`src/rtl/lc3b_types.sv`:
```
// Shared types for the line fill/merge block: FSM state encoding and
// default-width line, word and byte-mask typedefs.
package lc3b_types;

  localparam int DEF_LINE_BITS = 128;
  localparam int DEF_WORD_BITS = 16;
  localparam int DEF_BEAT_BITS = 64;
  localparam int DEF_MASK_BITS = DEF_WORD_BITS / 8;

  typedef enum logic [1:0] {
    IDLE  = 2'd0,
    FILL  = 2'd1,
    MERGE = 2'd2,
    DONE  = 2'd3
  } state_e;

  typedef logic [DEF_LINE_BITS-1:0] line_t;
  typedef logic [DEF_WORD_BITS-1:0] word_t;
  typedef logic [DEF_MASK_BITS-1:0] mask_t;

endpackage

```
`src/rtl/word_merge.sv`:
```
// Byte-masked word merge: each set mask bit takes that byte from the new
// word, every other byte keeps the old value.
module word_merge #(
  parameter  int WORD_BITS = 16,
  localparam int MASK_BITS = WORD_BITS / 8
) (
  input  logic [WORD_BITS-1:0] old_word_i,
  input  logic [WORD_BITS-1:0] new_word_i,
  input  logic [MASK_BITS-1:0] mask_i,
  output logic [WORD_BITS-1:0] merged_o
);

  always_comb begin
    merged_o = old_word_i;
    for (int b = 0; b < MASK_BITS; b++) begin
      if (mask_i[b]) begin
        merged_o[b*8 +: 8] = new_word_i[b*8 +: 8];
      end
    end
  end

endmodule

```
`src/rtl/line_fill_merge.sv`:
```
// Cache line fill/merge engine: fills a line from pmem (miss) or takes way_data
// (hit), then applies a byte-masked store. Macro CRITICAL_WORD_FIRST_EN starts fills at the target beat.
module line_fill_merge
  import lc3b_types::*;
#(
  parameter  int LINE_BITS = 128,
  parameter  int WORD_BITS = 16,
  parameter  int BEAT_BITS = 64,
  localparam int WORDS     = LINE_BITS / WORD_BITS,
  localparam int MASK_BITS = WORD_BITS / 8,
  localparam int BEATS     = LINE_BITS / BEAT_BITS,
  localparam int OFF_W     = (WORDS > 1) ? $clog2(WORDS) : 1,
  localparam int BEAT_AW   = (BEATS > 1) ? $clog2(BEATS) : 1
) (
  input  logic                 clk,
  input  logic                 rst,
  input  logic                 start,
  input  logic                 hit,
  input  logic                 write,
  input  logic [OFF_W-1:0]     offset,
  input  logic [WORD_BITS-1:0] mem_wdata,
  input  logic [MASK_BITS-1:0] byte_enable,
  input  logic [LINE_BITS-1:0] way_data,
  input  logic [BEAT_BITS-1:0] pmem_rdata,
  input  logic                 pmem_rvalid,
  output logic [BEAT_AW-1:0]   beat_addr,
  output logic                 busy,
  output logic                 done,
  output logic [LINE_BITS-1:0] out,
  output logic                 crit_valid,
  output logic [WORD_BITS-1:0] crit_word,
  output logic [1:0]           state_dbg_o
);

  state_e               state_q;
  logic [LINE_BITS-1:0] line_q;
  logic [BEAT_AW-1:0]   beat_ptr_q;
  logic [BEAT_AW-1:0]   beat_cnt_q;
  logic [OFF_W-1:0]     offset_q;
  logic [WORD_BITS-1:0] wdata_q;
  logic [MASK_BITS-1:0] be_q;
  logic                 write_q;
  logic                 busy_q;
  logic                 done_q;
  logic                 crit_q;

  logic [BEAT_AW-1:0]   start_beat_d;
  logic [BEAT_AW-1:0]   target_beat;
  logic [BEAT_AW-1:0]   beat_ptr_d;
  logic [WORD_BITS-1:0] cur_word;
  logic [WORD_BITS-1:0] merged_word;
  logic [MASK_BITS-1:0] eff_mask;

`ifdef CRITICAL_WORD_FIRST_EN
  // Fetch the beat holding the requested word first; the rest wrap around.
  assign start_beat_d = BEAT_AW'((int'(offset) * WORD_BITS) / BEAT_BITS);
`else
  assign start_beat_d = '0;
`endif

  assign target_beat = BEAT_AW'((int'(offset_q) * WORD_BITS) / BEAT_BITS);
  assign beat_ptr_d  = (beat_ptr_q == BEAT_AW'(BEATS - 1)) ? '0 : beat_ptr_q + 1'b1;

  assign cur_word = line_q[offset_q*WORD_BITS +: WORD_BITS];
  assign eff_mask = write_q ? be_q : '0;

  word_merge #(
    .WORD_BITS (WORD_BITS)
  ) u_word_merge (
    .old_word_i (cur_word),
    .new_word_i (wdata_q),
    .mask_i     (eff_mask),
    .merged_o   (merged_word)
  );

  always_ff @(posedge clk) begin
    if (rst) begin
      state_q    <= IDLE;
      line_q     <= '0;
      beat_ptr_q <= '0;
      beat_cnt_q <= '0;
      offset_q   <= '0;
      wdata_q    <= '0;
      be_q       <= '0;
      write_q    <= 1'b0;
      busy_q     <= 1'b0;
      done_q     <= 1'b0;
      crit_q     <= 1'b0;
    end else begin
      done_q <= 1'b0;
      case (state_q)
        IDLE: begin
          if (start) begin
            offset_q <= offset;
            wdata_q  <= mem_wdata;
            be_q     <= byte_enable;
            write_q  <= write;
            busy_q   <= 1'b1;
            if (hit) begin
              line_q  <= way_data;
              crit_q  <= 1'b1;
              state_q <= MERGE;
            end else begin
              beat_ptr_q <= start_beat_d;
              beat_cnt_q <= '0;
              state_q    <= FILL;
            end
          end
        end
        FILL: begin
          if (pmem_rvalid) begin
            line_q[beat_ptr_q*BEAT_BITS +: BEAT_BITS] <= pmem_rdata;
            beat_ptr_q <= beat_ptr_d;
            beat_cnt_q <= beat_cnt_q + 1'b1;
            if (beat_ptr_q == target_beat) begin
              crit_q <= 1'b1;
            end
            if (beat_cnt_q == BEAT_AW'(BEATS - 1)) begin
              crit_q  <= 1'b1;
              state_q <= MERGE;
            end
          end
        end
        MERGE: begin
          line_q[offset_q*WORD_BITS +: WORD_BITS] <= merged_word;
          done_q  <= 1'b1;
          state_q <= DONE;
        end
        DONE: begin
          busy_q  <= 1'b0;
          crit_q  <= 1'b0;
          state_q <= IDLE;
        end
        default: state_q <= IDLE;
      endcase
    end
  end

  // crit_word re-merges in DONE too; the merge is idempotent on the stored word.
  assign crit_word   = crit_q ? merged_word : '0;
  assign crit_valid  = crit_q;
  assign out         = line_q;
  assign busy        = busy_q;
  assign done        = done_q;
  assign beat_addr   = beat_ptr_q;
  assign state_dbg_o = state_q;

endmodule

```
`config.mk`:
```
export PLATFORM = sky130hd
export DESIGN_NAME = line_fill_merge
export DESIGN_NICKNAME = d
export VERILOG_FILES = /design/src/rtl/lc3b_types.sv /design/src/rtl/word_merge.sv /design/src/rtl/line_fill_merge.sv
export SDC_FILE = /design/constraint.sdc
export NUM_CORES = 1
export LEC_CHECK = 0
export ABC_AREA = 1
export BUFFER_PORTS_ARGS = -buffer_cell sky130_fd_sc_hd__buf_2
export CAP_MARGIN = 20
export CORE_MARGIN = 4
export CORE_UTILIZATION = 40
export CTS_CLUSTER_DIAMETER = 50
export DETAILED_ROUTE_END_ITERATION = 10
export PLACE_DENSITY = 0.72
export SLEW_MARGIN = 20
export SYNTH_ARGS = -nofsm -noshare
export SYNTH_HDL_FRONTEND = slang
export SYNTH_SLANG_ARGS = --single-unit
```
`constraint.sdc`:
```
create_clock -name clk -period 6.9 [get_ports clk]
set_clock_uncertainty 0.1 [all_clocks]
set_input_delay 0.69 -clock clk [delete_from_list [all_inputs] [get_ports clk]]
set_output_delay 0.69 -clock clk [all_outputs]
set_load 0.05 [all_outputs]
```
Word level (Yosys, flattened, before mapping)
Cells that the tools add are included.

storage, ports and cells
  flip-flop bits (word level) = 157
  bits of input ports = 219
  output and inout bits = 150
  logic and storage cells = 72

cells by class
  add/subtract/negate cells = 4
  equality and inequality tests = 10
  shift operators = 5
  mux-type cells = 31
  reduce and logical (&&, ||, !) cells = 11

operators by type and width
  cell                       number
  $mux 128                   3
  $pmux 128 s3               1
  $bwmux 128                 2
  $shift 16x34->128 const A  1
  $shift 64x34->128 const A  1
  $shiftx 128x8->16          1
  $shiftx 16x34->128         1
  $shiftx 64x34->128         1
  $neg 7->34                 2
  $mux 16                    1
  $mux 8                     2
  $mux 1                     12
  $mux 2                     5
  $ne 2x2->1 const B         5
  $pmux 2 s4                 1
  $reduce_and 4->1           2
  $pmux 1 s2                 3
  $reduce_bool 3->1          2
  $reduce_and 5->1           1
  $eq 2x2->1 const B         2
  $reduce_and 2->1           2
  $reduce_bool 2->1          2
  $ne 3x3->1 const B         1
  $pmux 1 s3                 1
  other kinds (5)            6

Longest topological paths before layout
  depth in word-level cells = 5
  gate-level depth with buffers = 18
  depth with buffers taken out = 14

Hierarchy
A second synthesis with hierarchy kept.

unflattened totals
  cell total of the unflattened synthesis = 2469
  area, all modules = 13138.9 um^2

by module, submodules not included
  module           times used  cells each  area an instance (um^2)  seq. area each (um^2)
  line_fill_merge  1           2417        12928.6                  3143.0
  word_merge       1           52          210.2                    0.0

Worst setup path after synthesis
Ideal clock, no wire load.

  path type = register to output
  start point = register crit_q, in the netlist crit_valid
  end point = output port crit_word[10]
  data arrival time = 1932 ps
  data required time = 6110 ps
  slack = 4178 ps
  stages on the path, launching flop included = 4
  path buffers = 1
  cell sequence = dfxtp_1 clkinv_1 clkbuf_1 a21oi_1

between the ends
  cells in the longest elaborated chain, start to end = 1

ends and longest elaborated chain
  element                 RTL line                text
  start, declared         line_fill_merge.sv:45   logic crit_q;
  start signal, assigned  line_fill_merge.sv:88   crit_q <= 1'b0;
  start signal, assigned  line_fill_merge.sv:101  crit_q <= 1'b1;
  start signal, assigned  line_fill_merge.sv:116  crit_q <= 1'b1;
  $mux 16                 line_fill_merge.sv:140  assign crit_word = crit_q ? merged_word : '0;
  end, declared           line_fill_merge.sv:31   output logic [WORD_BITS-1:0] crit_word,

Every way passes these cells.

Worst setup path in the final report
  start point = register offset_q[1]
  end point = register line_q[106], in the netlist out[106]

between the ends
  cells in the longest elaborated chain, start to end = 5
  elaborated cells between the ends (all ways) = 8
  those cells by class = 1 x add/sub; 3 x shift; 4 x mux

ends and longest elaborated chain
  element                        RTL line                text
  start, declared                line_fill_merge.sv:39   logic [OFF_W-1:0] offset_q;
  start signal, assigned         line_fill_merge.sv:94   offset_q <= offset;
  $shiftx 128x8->16              line_fill_merge.sv:64   assign cur_word = line_q[offset_q*WORD_BITS +: WORD_BITS];
  $mux 8                         word_merge.sv:16        if (mask_i[b]) begin
  $shiftx 16x34->128             line_fill_merge.sv:125  line_q[offset_q*WORD_BITS +: WORD_BITS] <= merged_word;
  $bwmux 128 (*)                 line_fill_merge.sv:125
  $pmux 128 s3 (*)               line_fill_merge.sv:91   case (state_q)
  end signal, assigned           line_fill_merge.sv:100  line_q <= way_data;
  end signal, assigned by index  line_fill_merge.sv:112  line_q[beat_ptr_q*BEAT_BITS +: BEAT_BITS] <= pmem_rdata;
  end signal, assigned by index  line_fill_merge.sv:125
  end, declared                  line_fill_merge.sv:36   logic [LINE_BITS-1:0] line_q;

Mark *: on every way between the ends. The rest lies on a longest branch, timed or not.
A chain may end at the register's enable or synchronous reset.

==> out/qor.txt <==
status -> finished clean
antenna violations before repair -> 2
vias in the first global route -> 15300
synthesized area per cell -> 5.53 sq um
count of cell types in the netlist -> 35
worst skew pair latency -> 0.44 ns
Setup CP Type -> flop to flop
sequential area share after synthesis -> 0.242
critical path cell sequence -> inv_4 > ha_1 > ha_1 > inv_2 > buf_4 > nand3_2 > nor2_4 > nand2_1 > inv_2 > nand2_1 > nand2_1 > nand3_1 > nand2_1 > a21oi_1
Max Cap Violations -> 0
final design utilization -> 0.480
highest-delay cell along the critical path -> dfxtp_1
Detailed Route WL -> 62800 microns
first-pass GRT wire length -> 93100 microns
clock tree buffer depth -> 2
Post-synth EDFFs -> 0
worst hold margin -> 0.384 ns
# rows -> 65
RSZ-0062 raised after global routing -> no
Area after DPL -> 14600 sq um
post-route cell area -> 15300 sq um
Tmin final -> 4.39 ns
DP HPWL -> 45800 microns
pwr/cell area -> 667 nW/um^2
clk sinks -> 157
clock tree from TritonCTS -> built
Num CTS Buffers -> 17
YS warnings -> 0
Post-Syn Area -> 13000 sq um
worst vdd ir -> 331 uV
I/O Buffers -> 368
R2R Setup Slk -> 2.51 ns
Area contributors post-synth -> dfxtp_1, nand2_1, a21oi_1, nor2_1, o21ai_0
element type at the critical path end -> flop
vias -> 17300
Cells after Synth -> 2347
largest net degree at the start of global routing -> 133
CTS-repair resized insts -> 0
Die H -> 188 microns
Hold/Removal Path Class -> flop to flop
cell internal pwr -> 3.63 mW
asr flop ratio synth -> 0
Max-slew headroom -> 0.216
reg-to-reg critical path startpoint -> offset_q[1]$_SDFFE_PP0P_
layout cells sized above 1 -> 0.193
Die W -> 188 microns
Critical Path Most Common Cell -> nand2_1
cell depth of the worst hold path -> 2
net count after synthesis -> 2572
RR Endpoint -> out[106]$_SDFFE_PP0P_
detailed-route vias per instance -> 5.74
drt pass-1 iters -> 6
H-tree levels -> 4
startpoint types -> flop
Worst-Margin Slew -> 1.18 ns
total track usage -> 0.333
DR WL/cell -> 20.8 microns
full die area -> 35400 sq um
Pwr Total -> 10.2 mW
I/O pins -> 369
Leak Pwr -> 6.57 nW
Final Hold Violating Endpoints -> 0
number of setup buffers added after CTS -> 0
top-area cell type share of the netlist area -> 0.242
WP data required -> 7.07 ns
Post-DRT Antenna Nets -> 0
CTS clock-pin slew for the worst setup and hold paths -> 0.07 ns
Setup-failing EPs final -> 0
synthesized flop and latch total -> 157
Clk pwr share -> 0.102
WP data arrival -> 4.56 ns
final net count -> 2789
Reg power frac -> 0.196
grt ovf -> 0
Sw Ratio -> 0.644
Initial Util -> 0.408
most common cell in the netlist -> nand2_1
Worst Setup EP -> out[106]$_SDFFE_PP0P_
area of the core -> 31800 sq um
CTS Hold Bufs -> 0
fin crit share -> 0.636
Clock Tree Root -> clkbuf_16
Worst R2R Path Depth -> 14
Main synth FF type -> dfxtp_1
final setup TNS -> 0 ns
Routability Congestion -> 0.981
worst setup path startpoint -> offset_q[1]$_SDFFE_PP0P_
Max Fclk -> 228 MHz
P_sw -> 6.57 mW
Initial DRC Count -> 2460
Post-synth top cells -> nand2_1, a21oi_1, nor2_1, o21ai_0, nand3_1
drt drc -> 0
final slew viol count -> 0
Synth area leader -> dfxtp_1
Syn-to-layout area delta -> 17.7%
Comb pwr share -> 0.702
CP peak stage delay -> 0.94 ns
FILL cells -> 3458
CP Max Fanout -> 62
cells by family (layout without fill, tap and decap cells):
group                    after synthesis  in the layout  synth area share
flip-flops                           157            157             0.242
buffers and inverters                308            538             0.104
AO/OA/AOI/OAI                        600            600             0.242
adder cells (fa/ha/maj)                6              6           0.00578
other                                  0              5                 0
AND/OR/NAND/NOR                     1276           1276             0.407
state kept, by name, summed over array words and instances, names as in the netlist:
name         cells
out            128
wdata_q         16
offset_q         3
be_q             2
state_dbg_o      2
beat_addr        1
beat_cnt_q       1
busy             1
crit_valid       1
done             1
write_q          1
cell usage in the layout (no fill, tap or decap), types with 2 or more instances in the layout:
cell type,Yosys,routed
nand2_1,691,691
buf_2,52,367
a21oi_1,354,354
nor2_1,352,352
o21ai_0,167,167
nand3_1,161,161
dfxtp_1,157,155
inv_1,107,107
o21ai_1,31,31
o211ai_1,30,30
nand2_2,19,19
nand4_1,17,17
clkbuf_16,0,17
a21oi_2,14,14
buf_4,7,14
inv_2,14,12
nand3_2,12,12
inv_6,1,7
or2_2,7,7
nor2_4,5,6
diode_2,0,5
ha_1,6,5
or2_1,4,4
clkinv_2,0,3
inv_4,1,2
nand2_4,2,2
nor2_2,3,2
dfxtp_4,0,2
bufinv_16,0,2
clkinv_4,0,2
clkinv_8,0,2
layer usage:
layer  GRT usage  wire length, microns
met1       0.469                 25400
met2       0.498                 27000
met3      0.0728                  7890
met4       0.123                  2520
met5           0                     0
layout make-up:
type / count / area (sq um) / area share
Multi-Input combinational cell: 1882 / 8510 / 0.557
Clock buffer: 17 / 425 / 0.0278
Inverter: 124 / 479 / 0.0314
Tap cell: 435 / 544 / 0.0356
Timing Repair Buffer: 382 / 1970 / 0.129
Sequential cell: 157 / 3150 / 0.206
Antenna cell: 5 / 12.5 / 0.000819
Clock inverter: 15 / 181 / 0.0119
worst min path at each step:
stage / startpoint / to
after floorplan: beat_cnt_q$_SDFFE_PP0P_ / beat_cnt_q$_SDFFE_PP0P_
after detailed placement: beat_cnt_q$_SDFFE_PP0P_ / beat_cnt_q$_SDFFE_PP0P_
after global routing: out[120]$_SDFFE_PP0P_ / out[120]$_SDFFE_PP0P_
after CTS: beat_cnt_q$_SDFFE_PP0P_ / beat_cnt_q$_SDFFE_PP0P_
after global placement: beat_cnt_q$_SDFFE_PP0P_ / beat_cnt_q$_SDFFE_PP0P_
final: out[102]$_SDFFE_PP0P_ / out[102]$_SDFFE_PP0P_
power groups by stage:
stage,combinational (mW),sequential (mW),clock [mW]
after detailed placement,6.95,1.98,0
after global routing,7.66,2.04,1.07
final,7.16,2.00,1.04
after global placement,6.88,1.97,0
after CTS,6.97,1.97,1.03
after floorplan,3.90,3.08,0
worst max-delay path: cells and delay by family (launching register included):
| family | cells | cell delay [ns] |
|---|---|---|
| AOI/OAI and AO/OA | 1 | 0.07 |
| adders and majority gates | 2 | 0.50 |
| buffers and inverters | 4 | 1.42 |
| DFF | 1 | 0.94 |
| and+or+nand+nor | 7 | 1.17 |
stage by stage:
| step | instances | worst slack [ns] |
|---|---|---|
| floorplan | 2347 | 4.18 |
| global placement | 2979 | 2.68 |
| detailed placement | 2979 | 2.68 |
| CTS | 3011 | 2.66 |
| global route | 3012 | 2.32 |
| finish | 3017 | 2.51 |
Power figures use the tool's default switching activity.
